===== src/rtl/lib_arb_pkg.sv =====
// Shared arbiter types and helpers.
// Holds the arbiter state encoding and a width-generic rotate used by round-robin pointers.
package lib_arb_pkg;

    typedef enum logic {
        ARB_IDLE = 1'b0,
        ARB_BUSY = 1'b1
    } arb_state_t;

    // Widest vector arb_rotl1 can rotate; callers cast in and out of this width.
    localparam int unsigned ArbMaxWidth = 64;

    // Rotate the low `width` bits of vec left by one; bit width-1 wraps to bit 0.
    function automatic logic [ArbMaxWidth-1:0] arb_rotl1(
        input logic [ArbMaxWidth-1:0] vec,
        input int unsigned            width
    );
        logic [ArbMaxWidth-1:0] res;
        res = '0;
        for (int unsigned i = 0; i < ArbMaxWidth - 1; i++) begin
            if (i + 1 < width) begin
                res[i+1] = vec[i];
            end
        end
        res[0] = vec[width-1];
        return res;
    endfunction

endpackage


===== src/rtl/lib_ffs.sv =====
// Find-first-set from a one-hot base, wrapping around the vector.
// LSB_MSB=1 searches upward from base; LSB_MSB=0 searches downward.
module lib_ffs #(
    parameter int unsigned WIDTH   = 4,
    parameter bit          LSB_MSB = 1'b1
) (
    input  logic [WIDTH-1:0] vect_i,
    input  logic [WIDTH-1:0] base_i,
    output logic [WIDTH-1:0] onehot_o
);

    logic [WIDTH-1:0] below_base;
    logic [WIDTH-1:0] hi_part;
    logic [WIDTH-1:0] lo_part;

    function automatic logic [WIDTH-1:0] lowest_set(input logic [WIDTH-1:0] v);
        return v & (~v + WIDTH'(1));
    endfunction

    function automatic logic [WIDTH-1:0] highest_set(input logic [WIDTH-1:0] v);
        logic [WIDTH-1:0] res;
        res = '0;
        for (int unsigned i = 0; i < WIDTH; i++) begin
            if (v[i]) begin
                res    = '0;
                res[i] = 1'b1;
            end
        end
        return res;
    endfunction

    // base_i is one-hot, so base-1 marks every bit strictly below it.
    assign below_base = base_i - WIDTH'(1);
    assign hi_part    = vect_i & ~below_base;
    assign lo_part    = vect_i & (below_base | base_i);

    always_comb begin
        onehot_o = '0;
        if (LSB_MSB) begin
            onehot_o = (|hi_part) ? lowest_set(hi_part) : lowest_set(vect_i);
        end else begin
            onehot_o = (|lo_part) ? highest_set(lo_part) : highest_set(vect_i);
        end
    end

endmodule


===== src/rtl/lib_rr_arb.sv =====
// Packet-level round-robin arbiter: one streaming output shared by N valid/ready requesters.
// A winner owns the output until its last beat is accepted; one idle cycle separates packets.
module lib_rr_arb
    import lib_arb_pkg::*;
#(
    parameter int unsigned N  = 4,
    parameter int unsigned DW = 8
) (
    input  logic            clk,
    input  logic            rst,
    input  logic [N-1:0]    req_valid,
    input  logic [N-1:0]    req_last,
    input  logic [N*DW-1:0] req_data,
    output logic [N-1:0]    req_ready,
    output logic            out_valid,
    output logic            out_last,
    output logic [DW-1:0]   out_data,
    input  logic            out_ready,
    output logic [N-1:0]    grant,
    output logic            busy
);

    arb_state_t    state_q, state_d;
    logic [N-1:0]  grant_q, grant_d;
    logic [N-1:0]  ptr_q, ptr_d;
    logic [N-1:0]  cand;
    logic          xfer;

    lib_ffs #(
        .WIDTH   (N),
        .LSB_MSB (1'b1)
    ) u_ffs (
        .vect_i   (req_valid),
        .base_i   (ptr_q),
        .onehot_o (cand)
    );

    // grant_q is zero while idle, so every grant-qualified output is quiet then.
    always_comb begin
        out_data = '0;
        out_last = 1'b0;
        for (int unsigned i = 0; i < N; i++) begin
            out_data = out_data | (req_data[i*DW +: DW] & {DW{grant_q[i]}});
            out_last = out_last | (req_last[i] & grant_q[i]);
        end
    end

    assign out_valid = |(req_valid & grant_q);
    assign req_ready = grant_q & {N{out_ready}};
    assign grant     = grant_q;
    assign busy      = (state_q == ARB_BUSY);
    assign xfer      = out_valid & out_ready;

    always_comb begin
        state_d = state_q;
        grant_d = grant_q;
        ptr_d   = ptr_q;
        unique case (state_q)
            ARB_IDLE: begin
                if (|req_valid) begin
                    grant_d = cand;
                    state_d = ARB_BUSY;
                end
            end
            ARB_BUSY: begin
                if (xfer && out_last) begin
                    grant_d = '0;
                    state_d = ARB_IDLE;
                    ptr_d   = N'(arb_rotl1(ArbMaxWidth'(grant_q), N));
                end
            end
            default: begin
                state_d = ARB_IDLE;
                grant_d = '0;
            end
        endcase
    end

    always_ff @(posedge clk) begin
        if (rst) begin
            state_q <= ARB_IDLE;
            grant_q <= '0;
            ptr_q   <= N'(1);
        end else begin
            state_q <= state_d;
            grant_q <= grant_d;
            ptr_q   <= ptr_d;
        end
    end

endmodule


===== config.mk =====
export PLATFORM = sky130hd
export DESIGN_NAME = lib_rr_arb
export DESIGN_NICKNAME = d
export VERILOG_FILES = /design/src/rtl/lib_arb_pkg.sv /design/src/rtl/lib_ffs.sv /design/src/rtl/lib_rr_arb.sv
export SDC_FILE = /design/constraint.sdc
export NUM_CORES = 1
export LEC_CHECK = 0
export ABC_AREA = 1
export BUFFER_PORTS_ARGS = -buffer_cell sky130_fd_sc_hd__buf_2
export CELL_PAD_IN_SITES_DETAIL_PLACEMENT = 2
export CELL_PAD_IN_SITES_GLOBAL_PLACEMENT = 2
export CORE_ASPECT_RATIO = 0.9
export CORE_MARGIN = 8
export CORE_UTILIZATION = 18
export DETAILED_ROUTE_END_ITERATION = 7
export PLACE_DENSITY_LB_ADDON = 0.05
export SLEW_MARGIN = 20
export SYNTH_ARGS = -nofsm -noshare
export SYNTH_HDL_FRONTEND = slang
export SYNTH_SLANG_ARGS = --single-unit

===== constraint.sdc =====
create_clock -name clk -period 2.92 [get_ports clk]
set_input_delay 0.584 -clock clk [delete_from_list [all_inputs] [get_ports clk]]
set_output_delay 0.584 -clock clk [all_outputs]
set_load 0.05 [all_outputs]

**After elaboration in Yosys (flattened, before gate mapping)**

Index checks and enable logic that the tools add are counted.
W data, S select, Z words.

- Eq/ne operators: 2
- Reductions and logical operators: 6
- Bitwise gates (word level): 24
- Add/sub/neg operators: 3
- Mux-type cells: 7

Operator list:

| operator | count |
|---|---|
| $and A8 B8 Y8 | 4 |
| $or A8 B8 Y8 | 3 |
| $and A4 B4 Y4 | 5 |
| $mux W4 | 3 |
| $not A4 Y4 | 3 |
| $reduce_or A4 Y1 | 3 |
| $add A4 B1 Y4 const B | 2 |
| $pmux W4 S2 | 1 |
| $and A1 B1 Y1 | 5 |
| $reduce_and A2 Y1 | 2 |
| $sub A4 B1 Y4 const B | 1 |
| $or A1 B1 Y1 | 3 |
| $mux W1 | 2 |
| $ne A2 B1 Y1 const B | 1 |
| $ne A2 B2 Y1 const B | 1 |
| $pmux W1 S2 | 1 |
| $logic_and A1 B1 Y1 | 1 |
| $not A1 Y1 | 1 |

- Output and inout bits: 19
- Word-level logic and storage cells: 45
- Bits of input ports: 43
- Register bits: 9

**Depth between registers and ports, before layout**

- Depth in word-level cells: 9
- Gate-level depth with buffers: 11
- Depth with buffers taken out: 11

**By module**

Synthesis repeated with hierarchy kept, for this count alone.

- Cells, all modules: 157
- Area, all modules: 829.5 um^2

By module, submodules not included:

| module | cells an instance | instances | area an instance (um^2) |
|---|---|---|---|
| lib_rr_arb | 122 | 1 | 666.9 |
| lib_ffs | 35 | 1 | 162.7 |

**Worst setup path before layout**

Ideal clock, no wire load.

- Kind: register to output
- Start: register grant_q[3] (netlist: grant[3])
- End: output out_data[0]
- Slack: 0.862 ns
- Cell stages (with the launch flop): 4
- Data arrival time: 1.474 ns
- Buffers on the path: 1
- Cells stage by stage: dfxtp_1 > clkbuf_1 > nand2_1 > nand4_1

- Word-level cells in the longest chain between the ends: 2

RTL lines:

| what | RTL line | source |
|---|---|---|
| start: declaration | lib_rr_arb.sv:24 | `logic [N-1:0] grant_q, grant_d;` |
| start signal: assignment | lib_rr_arb.sv:86 | `grant_q <= grant_d;` |
| $and A8 B8 Y8 | lib_rr_arb.sv:43 | `out_data = out_data \| (req_data[i*DW +: DW] & {DW{grant_q[i]}});` |
| $or A8 B8 Y8 | lib_rr_arb.sv:43 |  |
| end: declaration | lib_rr_arb.sv:17 | `output logic [DW-1:0] out_data,` |

No other way between the ends.

**Final worst setup path**

- Start: register grant_q[0] (netlist: grant[0])
- End: output out_valid

- Word-level cells in the longest chain between the ends: 2

RTL lines:

| what | RTL line | source |
|---|---|---|
| $and A4 B4 Y4 | lib_rr_arb.sv:48 | `assign out_valid = \|(req_valid & grant_q);` |
| $reduce_or A4 Y1 | lib_rr_arb.sv:48 |  |
| end: declaration | lib_rr_arb.sv:15 | `output logic out_valid,` |

No other way between the ends.

==> flow_metrics.env <==
export IMPL_yosysWarnings=0
export IMPL_first_iter_violations=12
export IMPL_arrival_ns=1.50
export IMPL_timing_final_crit_share_pct=71.30
export IMPL_r2r_setup_slack_ns=1.20
export IMPL_yosys_area_top_type="sky130_fd_sc_hd__nand2_1"
export IMPL_crit_path_max_incr_delay_ns=0.69
export IMPL_number_of_buffers_on_the_longest_clock_path=2
export IMPL_synth_cells=137
export IMPL_synthFlopType="sky130_fd_sc_hd__dfxtp_1"
export IMPL_dp_hpwl_mm=3.343
export IMPL_clock_fmax_mhz=480.3
export IMPL_wl_per_cell_microns=16.10
export IMPL_timing_setup_critical_path_class="flip-flop to primary output"
export IMPL_postSynthRegisterBits=9
export IMPL_synthesis_area_sq_um=763.2
export IMPL_core_area_sq_mm=0.004074
export IMPL_ctsRootBufferMaster="sky130_fd_sc_hd__clkbuf_8"
export IMPL_status="complete, no violations"
export IMPL_first_global_vias=1268
export IMPL_worst_setup_path_end_kind="primary output"
export IMPL_globalRouteOverflowTotal=0
export IMPL_cts_resized=0
export IMPL_drc=0
export IMPL_cp_top_family="flip-flops"
export IMPL_post_synth_top_area_fraction_pct=30.49
export IMPL_worstSetupEndpoint="out_valid"
export IMPL_cts_hold_buf=0
export IMPL_routabilityCongestion=0.8110
export IMPL_tritoncts_num_sinks=9
export IMPL_rows=22
export IMPL_cpMaxStageDelayCell="sky130_fd_sc_hd__dfxtp_1"
export IMPL_max_cap_violations=0
export IMPL_postSynth_asyncResetShare_pct=0
export IMPL_detailedRoute_firstPassIterationCount=2
export IMPL_leakage_uw=0.0006374
export IMPL_dieArea_sq_mm=0.006583
export IMPL_cts_reportedPaths_clkPinSlew_ns=0.05
export IMPL_worst_path_max_fanout=14
export IMPL_timing_critical_path_buf_inv=1
export IMPL_synth_edff_count=0
export IMPL_p_per_cell_area_mw_per_mm2=381.2
export IMPL_synth_area_per_cell_sq_um=5.571
export IMPL_worstSetupPathDepth=3
export IMPL_die_height_microns=77.78
export IMPL_post_detailed_routing_wire_length_mm=3.944
export IMPL_grt_antenna_before_repair=0
export IMPL_die_w_microns=84.64
export IMPL_cts_inserted_buffers=3
export IMPL_r2r_worst_path_cells=5
export IMPL_vias_per_cell=4.600
export IMPL_tightestPinTransition_ns=0.5973
export IMPL_fillCellCount=544
export IMPL_start_util_pct=18.73
export IMPL_leading_cell_type_by_number_of_instances_after_synthesis="sky130_fd_sc_hd__nand2_1"
export IMPL_worstSetupStartpoint="grant[0]"
export IMPL_vias=1127
export IMPL_start_kind="flip-flop"
export IMPL_synth_common_cells="sky130_fd_sc_hd__nand2_1, sky130_fd_sc_hd__inv_1, sky130_fd_sc_hd__nand3_1, sky130_fd_sc_hd__dfxtp_1, sky130_fd_sc_hd__nand4_1"
export IMPL_floorplan_io_pins=62
export IMPL_r2r_start="grant[0]"
export IMPL_sequential_cell_area_sq_um=180.2
export IMPL_finalSetupViolations=0
export IMPL_worst_ir_drop_vdd_uv=177.9
export IMPL_final_core_util_pct=28.07
export IMPL_timing_rr_end="ptr_q[2]"
export IMPL_rsz0062_at_grt="no"
export IMPL_post_route_min_period_ns=2.082
export IMPL_grt_max_degree=15
export IMPL_postCtsSetupBuffers=0
export IMPL_port_buffers=61
export IMPL_grt_pass1_wl_mm=6.368
export IMPL_grt_util_all_layers_pct=12.06
export IMPL_tritoncts="built"
export IMPL_clkLatencyLatePin_ns=0.23
export IMPL_synthTopCellsByArea="sky130_fd_sc_hd__nand2_1, sky130_fd_sc_hd__dfxtp_1, sky130_fd_sc_hd__inv_1, sky130_fd_sc_hd__nand3_1, sky130_fd_sc_hd__nand4_1"
export IMPL_area_growth_pct=49.84
export IMPL_synth_seq_area_share_pct=23.61
export IMPL_finalClockSkew_ns=0.001402
export IMPL_postLayoutCellArea_sq_mm=0.001144
export IMPL_required_worst_endpoint_ns=2.34
export IMPL_placed_area_sq_mm=0.001099
export IMPL_slew_headroom_pct=60.13
export IMPL_hp_class="flip-flop to flip-flop"
export IMPL_share_of_cells_above_drive_strength_1_pct=34.01
export IMPL_residual_antenna_violating_net_count_after_detailed_routing=0
export IMPL_clock_tree_htree_level_count=1
export IMPL_fin_setup_tns_ns=0
export IMPL_timing_final_max_slew_violations=0
export IMPL_synthesis_nets=181
export IMPL_multiInputGateArea_sq_um=485.5
export IMPL_insertedDiodeCount=0
export IMPL_worstPathCellList="nand2_1 > nand4_2 > buf_2"
export IMPL_layout_nets=242
export IMPL_count_of_distinct_cell_types_in_the_synthesized_netlist=17
export IMPL_final_hold_viol_count=0
[per-layer routing]
metal / routed length, microns / up-vias / global-route usage, %
met5: 0 / - / 0
met4: 40 / 0 / 1.776
met1: 1791 / 529 / 14.10
li1: - / 559 / -
met2: 1854 / 35 / 20.68
met3: 258 / 4 / 4.737
[final cells by class]
type                            instances  share of cell area (%)
Timing Repair Buffer                   61                   26.70
Clock buffer                            4                   3.939
Multi-Input combinational cell        105                   42.45
Inverter                               18                   5.908
Sequential cell                         9                   15.75
Tap cell                               48                   5.252
[worst min path at each step]
stage	depth (start not counted)	from	slack, ns	endpoint
2_1_floorplan	2	ptr_q[3]	0.44	ptr_q[3]
3_3_place_gp	2	ptr_q[3]	0.47	ptr_q[3]
3_5_place_dp	2	ptr_q[3]	0.47	ptr_q[3]
4_1_cts	2	ptr_q[3]	0.48	ptr_q[3]
5_1_grt	2	ptr_q[1]	0.52	ptr_q[1]
6_report	2	ptr_q[3]	0.48	ptr_q[3]
[metrics by stage]
stage / worst slack, ns / std cells / total power (uW) / hold slack [ns]
after global routing: 0.7485 / 245 / 462.8 / 0.5167
final: 0.8379 / 245 / 435.9 / 0.4780
after floorplan: 0.8615 / 137 / 230.2 / 0.4440
after global placement: 1.072 / 241 / 289.8 / 0.4666
after detailed placement: 1.084 / 241 / 292.9 / 0.4738
after CTS: 0.8323 / 245 / 442.0 / 0.4808
[kinds of logic after synthesis]
| group | Yosys count | share of synthesized area, % |
|---|---|---|
| adder cells (fa/ha/maj) | 1 | 1.639 |
| flip-flops | 9 | 23.61 |
| AO/OA/AOI/OAI | 13 | 9.179 |
| buffers and inverters | 23 | 12.79 |
| AND/OR/NAND/NOR | 91 | 52.79 |
[worst min-delay path: cells and delay by family, from the launching register on]
kind	cells	cell delay, ns
buf+inv	1	0.07
flops	1	0.30
compound gates	1	0.06
[report_power, final]
| group | internal (uW) | switching, uW | leakage (uW) |
|---|---|---|---|
| Sequential | 127 | 11.4 | 0.0000733 |
| Combinational | 45.8 | 104 | 0.000541 |
| Clock | 95.4 | 52.6 | 0.0000228 |
[cell usage in the layout (no fill, tap or decap)]
cell and n:
sky130_fd_sc_hd__nand3b_2 1, sky130_fd_sc_hd__clkbuf_1 1, sky130_fd_sc_hd__o31ai_1 1, sky130_fd_sc_hd__o211ai_1 1, sky130_fd_sc_hd__nand2_1 62, sky130_fd_sc_hd__inv_1 18
sky130_fd_sc_hd__o21ai_1 1, sky130_fd_sc_hd__clkbuf_8 3, sky130_fd_sc_hd__nand4_2 2, sky130_fd_sc_hd__nand4_1 8, sky130_fd_sc_hd__a21oi_1 7, sky130_fd_sc_hd__buf_2 61
sky130_fd_sc_hd__o21ai_0 3, sky130_fd_sc_hd__nor2_1 5, sky130_fd_sc_hd__nand3_1 13, sky130_fd_sc_hd__ha_1 1, sky130_fd_sc_hd__dfxtp_1 9
[registers in the layout, summed over array words and instances (netlist names)]
name	flops
ptr_q	4
busy	1
grant	4
(Power assumes the default switching activity.)
